[src/rtl/qfix_pkg.sv]
// rtl/qfix_pkg.sv - shared fixed-point state encoding and saturation limits
//
// Contents:
//   qstate_e      accumulator control states (IDLE, ACC, HOLD)
//   QFIX_MAX_W    widest word the limit helpers can describe
//   sat_max_val   largest signed value of an n-bit word, zero-extended to 64 bits
//   sat_min_val   most negative signed value of an n-bit word, low n bits valid
package qfix_pkg;

    typedef enum logic [1:0] {
        ST_IDLE = 2'd0,
        ST_ACC  = 2'd1,
        ST_HOLD = 2'd2
    } qstate_e;

    localparam int QFIX_MAX_W = 64;

    // The callers cast the result down to their own width.
    function automatic logic [QFIX_MAX_W-1:0] sat_max_val(input int n);
        return (64'd1 << (n - 1)) - 64'd1;
    endfunction

    function automatic logic [QFIX_MAX_W-1:0] sat_min_val(input int n);
        return 64'd1 << (n - 1);
    endfunction

endpackage

[src/rtl/qsat_add.sv]
// rtl/qsat_add.sv - combinational signed add with saturation to N bits
//
// Ports:
//   a, b   in  N  signed operands
//   sum    out N  saturated signed sum
//   sat    out 1  sum was clipped to a limit
module qsat_add
    import qfix_pkg::*;
#(
    parameter int N = 32
) (
    input  logic [N-1:0] a,
    input  logic [N-1:0] b,
    output logic [N-1:0] sum,
    output logic         sat
);

    localparam logic [N-1:0] SAT_MAX = N'(sat_max_val(N));
    localparam logic [N-1:0] SAT_MIN = N'(sat_min_val(N));

    logic [N:0] wide;

    // One guard bit is enough for the sum of two N-bit values; a mismatch
    // between the guard bit and the N-bit sign means the result overflowed,
    // and the guard bit tells which direction.
    assign wide = {a[N-1], a} + {b[N-1], b};

    always_comb begin
        sum = wide[N-1:0];
        sat = 1'b0;
        if (wide[N] != wide[N-1]) begin
            sat = 1'b1;
            sum = wide[N] ? SAT_MIN : SAT_MAX;
        end
    end

endmodule

[src/rtl/qdot_acc.sv]
// rtl/qdot_acc.sv - saturating dot-product accumulator for Q-format products
//
// Ports:
//   clk, rst_n                      clock, synchronous active-low reset
//   in_valid/in_ready/in_data       product beat stream from the multiplier
//   in_ovr, in_last                 per-beat overflow flag, end-of-vector marker
//   out_valid/out_ready/out_data    saturated vector sum, held until accepted
//   out_ovr                         any input overflow or saturation in the vector
//   out_trunc                       vector closed by MAX_LEN rather than in_last
//   out_count                       beats accumulated in the vector
module qdot_acc
    import qfix_pkg::*;
#(
    parameter int N       = 32,
    parameter int Q       = 18,
    parameter int MAX_LEN = 16,
    localparam int CW     = $clog2(MAX_LEN + 1)
) (
    input  logic          clk,
    input  logic          rst_n,
    input  logic          in_valid,
    output logic          in_ready,
    input  logic [N-1:0]  in_data,
    input  logic          in_ovr,
    input  logic          in_last,
    output logic          out_valid,
    input  logic          out_ready,
    output logic [N-1:0]  out_data,
    output logic          out_ovr,
    output logic          out_trunc,
    output logic [CW-1:0] out_count
);

    // Q is only carried so the format travels with the instance; the sum is
    // never realigned, but a fraction wider than the word is still nonsense.
    if (Q >= N) begin : g_bad_q
        $error("qdot_acc: Q must be smaller than N");
    end

    qstate_e       state;
    logic [N-1:0]  acc;
    logic [CW-1:0] count;
    logic          ovr;
    logic          trunc;

    logic          accept;
    logic [N-1:0]  add_a;
    logic [N-1:0]  add_sum;
    logic          add_sat;
    logic [CW-1:0] count_next;
    logic          hit_max;
    logic          term;

    assign in_ready  = (state != ST_HOLD);
    assign out_valid = (state == ST_HOLD);
    assign out_data  = acc;
    assign out_ovr   = ovr;
    assign out_trunc = trunc;
    assign out_count = count;

    assign accept = in_valid && in_ready;

    // The first beat of a vector loads rather than adds; feeding zero into
    // the adder makes that a plain pass-through that can never saturate.
    assign add_a = (state == ST_ACC) ? acc : '0;

    qsat_add #(
        .N (N)
    ) u_sat_add (
        .a   (add_a),
        .b   (in_data),
        .sum (add_sum),
        .sat (add_sat)
    );

    assign count_next = (state == ST_ACC) ? count + CW'(1) : CW'(1);
    assign hit_max    = (count_next == CW'(MAX_LEN));
    assign term       = in_last || hit_max;

    always_ff @(posedge clk) begin
        if (!rst_n) begin
            state <= ST_IDLE;
            acc   <= '0;
            count <= '0;
            ovr   <= 1'b0;
            trunc <= 1'b0;
        end else begin
            case (state)
                ST_IDLE, ST_ACC: begin
                    if (accept) begin
                        acc   <= add_sum;
                        count <= count_next;
                        ovr   <= ((state == ST_ACC) && ovr) | in_ovr | add_sat;
                        trunc <= hit_max && !in_last;
                        state <= term ? ST_HOLD : ST_ACC;
                    end
                end
                ST_HOLD: begin
                    if (out_ready) begin
                        state <= ST_IDLE;
                        acc   <= '0;
                        count <= '0;
                        ovr   <= 1'b0;
                        trunc <= 1'b0;
                    end
                end
                default: begin
                    state <= ST_IDLE;
                    acc   <= '0;
                    count <= '0;
                    ovr   <= 1'b0;
                    trunc <= 1'b0;
                end
            endcase
        end
    end

endmodule

[config.mk]
export PLATFORM = sky130hd
export DESIGN_NAME = qdot_acc
export DESIGN_NICKNAME = d
export VERILOG_FILES = /design/src/rtl/qfix_pkg.sv /design/src/rtl/qsat_add.sv /design/src/rtl/qdot_acc.sv
export SDC_FILE = /design/constraint.sdc
export NUM_CORES = 1
export LEC_CHECK = 0
export ABC_AREA = 0
export CAP_MARGIN = 20
export CELL_PAD_IN_SITES_DETAIL_PLACEMENT = 0
export CELL_PAD_IN_SITES_GLOBAL_PLACEMENT = 1
export CORE_MARGIN = 10
export CORE_UTILIZATION = 38
export DETAILED_ROUTE_END_ITERATION = 16
export HOLD_SLACK_MARGIN = 0.15
export PLACE_DENSITY_LB_ADDON = 0.1
export RECOVER_POWER = 100
export SLEW_MARGIN = 10
export SYNTH_ARGS = -nofsm -noshare
export SYNTH_HDL_FRONTEND = slang
export SYNTH_SLANG_ARGS = --single-unit
[constraint.sdc]
create_clock -name clk -period 4.8 [get_ports clk]
set_clock_uncertainty 0.15 [all_clocks]
set_input_delay 0.48 -clock clk [delete_from_list [all_inputs] [get_ports clk]]
set_output_delay 0.48 -clock clk [all_outputs]
set_load 0.02 [all_outputs]
==> run_results.csv <==
group,metric,value,unit
cells_and_area,antenna_cells,0,
pwr,p_per_area,200,nW/um2
placed_design,portBuffers,78,
timing,final.setup.tns,0,ns
drt,vias,3838,
die,fp.coreArea,9730,um2
hold_path,worstHoldPathType,"flop to flop",
timing,finalSetupViolations,0,
cts,htreeDepth,2,
placed_design,dp_cells,691,
timing,rsz0062_at_grt,"no",
synth,synth_top_area_cell,"dfxtp_1",
cells_and_area,final_cells,699,
synth,synth_simple_gate_area_share,0.225,
die,rows,36,
timing,fin_crit,4.12,ns
setup_path,critPathMaxStageDelay,0.46,ns
die,fp.dieArea,14300,um2
synth,synth-seq-cells,41,
synth,synth_area,3780,um2
setup_path,crit_chain,"nor2b_1 > buf_4 > and2_0 > ha_1 > fa_1 > a211oi_1 > o211ai_1 > a31oi_4 > o2111ai_1 > a211oi_4 > nor3_2 > buf_4 > o31ai_1 > a21oi_1",
global_routing,grt_pass1_wl,19600,um
cts,cts_setup_buffers,0,
pwr,power.internal,0.637,mW
synth,yosysSeqAreaShare,0.217,
drt,ant_nets,0,
drt,route.met3.wl,535,um
timing,hold_violations,0,
setup_path,startpoint_type,"flop",
drt,routedWlPerCell,16.6,um
synth,synth_nets,571,
cts,root_buffer,"clkbuf_8",
synth,synth_top_area_share,0.217,
setup_path,crit_top_cell,"buf_4",
timing,fin_crit_sh,0.857,
timing,timing.fmax,243,MHz
setup_path,worst-path-max-fanout,22,
cts,cts_tree,"done",
cts,numClockSinks,41,
setup_path,cpLargestDelayFamily,"compound AO/OA/AOI/OAI gates",
placed_design,dpl.hpwl,8970,um
die,die_y,120,um
synth,synth-compound-area-share,0.329,
global_routing,grt_max_degree,30,
die,pin_count,79,
global_routing,grt_antenna_before_repair,0,
synth,syn_inst,499,
timing,relSlewSlack,0.226,
pwr,p_leak,2.02,nW
cts,post_cts_resize_count,0,
synth,ys_warn_count,0,
synth,synth_top_family_by_area,"compound AO/OA/AOI/OAI gates",
cts,path_clk_slew,0.09,ns
pwr,pwr-share-clk,0.313,
run,drv_cap,0,
setup_path,crit_buf_inv,2,
timing,final_max_slew_viol_count,0,
pwr,power_frac_seq,0.399,
cts,cts_buffer_depth,2,
cts,postCtsHoldBufs,0,
drt,wl_met1,5720,um
drt,drc_errors,0,
pwr,pwr-share-comb,0.288,
die,start_util,0.389,
setup_path,cp.arrival,4.11,ns
synth,syn_area_per_cell,7.58,um2
cells_and_area,drive_gt1_frac,0.0459,
synth,synth_area_leaders,"dfxtp_1 (22%), ha_1 (11%), a21oi_1 (9.7%)",
cells_and_area,mostFrequentLayoutCells,"a21oi_1 (73), nand2_1 (61), dlygate4sd3_1 (42)",
placed_design,gp_congestion,0.888,
synth,synth_edf_count,0,
synth,synth_xor_area_frac,0.0671,
global_routing,grt.total_usage,0.162,
synth,synthAdderAreaFrac,0.114,
die,die_w,120,um
drt,routed_wl,11600,um
drt,route.met2.wl,5270,um
pwr,p_switching,0.309,mW
cts,clock_latency,0.30,ns
global_routing,grt_pass1_vias,3936,
cts,numCtsBuffers,5,
cells_and_area,area_delta_synth_final,25.2,%
synth,muxShareOfSynthArea,0.00265,
cells_and_area,nets,637,
drt,dr.pass1.iters,4,
drt,via_per_inst,5.49,
timing,worst_slew_pin_slew,1.16,ns
pwr,p_total,0.946,mW
setup_path,crit_slowest_cell,"dfxtp_1",
setup_path,worstPathRequired,4.79,ns
outcome,run_status,"completed",
pwr,switching_share,0.326,
synth,synth_cell_types,64,
global_routing,grt_overflow,0,
cells_and_area,final_common_cell,"a21oi_1",
synth,synth_ff_type,"dfxtp_1",
drt,highest-signal-layer,"met4",
drt,drtIter0Drc,185,
synth,ys_async_sr_fraction,0,
setup_path,end_kind,"flop",
setup_path,worstSetupPathType,"flop to flop",
pwr,ir_drop,0.116,mV
-- cells in the mapped netlist (4+ instances only) --
| master | n |
|---|---|
| and2_1 | 38 |
| buf_2 | 6 |
| nand2_1 | 60 |
| o21a_1 | 5 |
| nor2_1 | 22 |
| nand3_1 | 8 |
| nor3_1 | 16 |
| o211ai_1 | 7 |
| xor2_1 | 13 |
| o21ai_1 | 11 |
| o31ai_1 | 22 |
| xnor2_1 | 16 |
| clkbuf_1 | 13 |
| dfxtp_1 | 41 |
| or3_1 | 4 |
| a21o_1 | 11 |
| inv_1 | 9 |
| nand4_1 | 4 |
| a21oi_1 | 73 |
| o21ai_0 | 26 |
| ha_1 | 33 |
| a211oi_1 | 4 |
-- power groups by stage --
stage                     registers [mW]  clock network (mW)  logic (mW)
after detailed placement           0.387                   0       0.284
after global placement             0.386                   0       0.284
after floorplan                    0.408                   0       0.146
after global routing               0.382               0.318       0.300
after CTS                          0.379               0.305       0.287
final                              0.378               0.296       0.272
-- metrics by stage --
step	hold slack (ns)	setup WS, ns	util	instance area, um2
floorplan	0.342	1.40	-	3780
global placement	0.300	0.889	0.480	4670
detailed placement	0.306	0.782	0.480	4670
CTS	0.319	0.725	0.492	4780
global route	0.338	0.216	0.487	4740
finish	0.315	0.685	0.487	4740
-- flip-flops by register name, summed over array words and instances (netlist names) --
name       count
state          2
out_data      32
out_ovr        1
out_trunc      1
out_count      5
-- path summary, 6_finish.rpt --
kind                 from            to  slack (ns)  cells after the start
max              state[1]  out_data[10]        0.68                     14
min          out_data[21]  out_data[21]        0.32                      2
max reg2reg      state[1]  out_data[10]        0.68                     14
min reg2reg  out_data[21]  out_data[21]        0.32                      2
-- worst register-to-register path, stage by stage, from the launching register on --
cell and delay [ns]:
dfxtp_1 0.46, nor2b_1 0.10, buf_4 0.20, and2_0 0.18, ha_1 0.23, fa_1 0.43
a211oi_1 0.28, o211ai_1 0.22, a31oi_4 0.25, o2111ai_1 0.22, a211oi_4 0.39, nor3_2 0.18
buf_4 0.27, o31ai_1 0.32, a21oi_1 0.10
-- logic make-up after synthesis --
kind of cell / Yosys count
muxes: 1
buffers and inverters: 35
DFF: 41
AOI/OAI and AO/OA: 189
adders and majority gates: 34
xor gates and xnor gates: 29
and+or+nand+nor: 170
-- layout make-up --
class,count,area [um2]
multi-input cells,423,2760
inverters,9,33.8
clock buffers,5,68.8
clock inverters,3,46.3
well taps,133,166
fillers,1033,4990
flip-flops and latches,41,821
repair buffers,85,846
-- metal layers --
layer	GRT usage	vias up
li1	-	1964
met1	0.216	1801
met2	0.259	67
met3	0.0342	6
met4	0.0415	0
met5	0	-
Power figures use the tool's default switching activity.
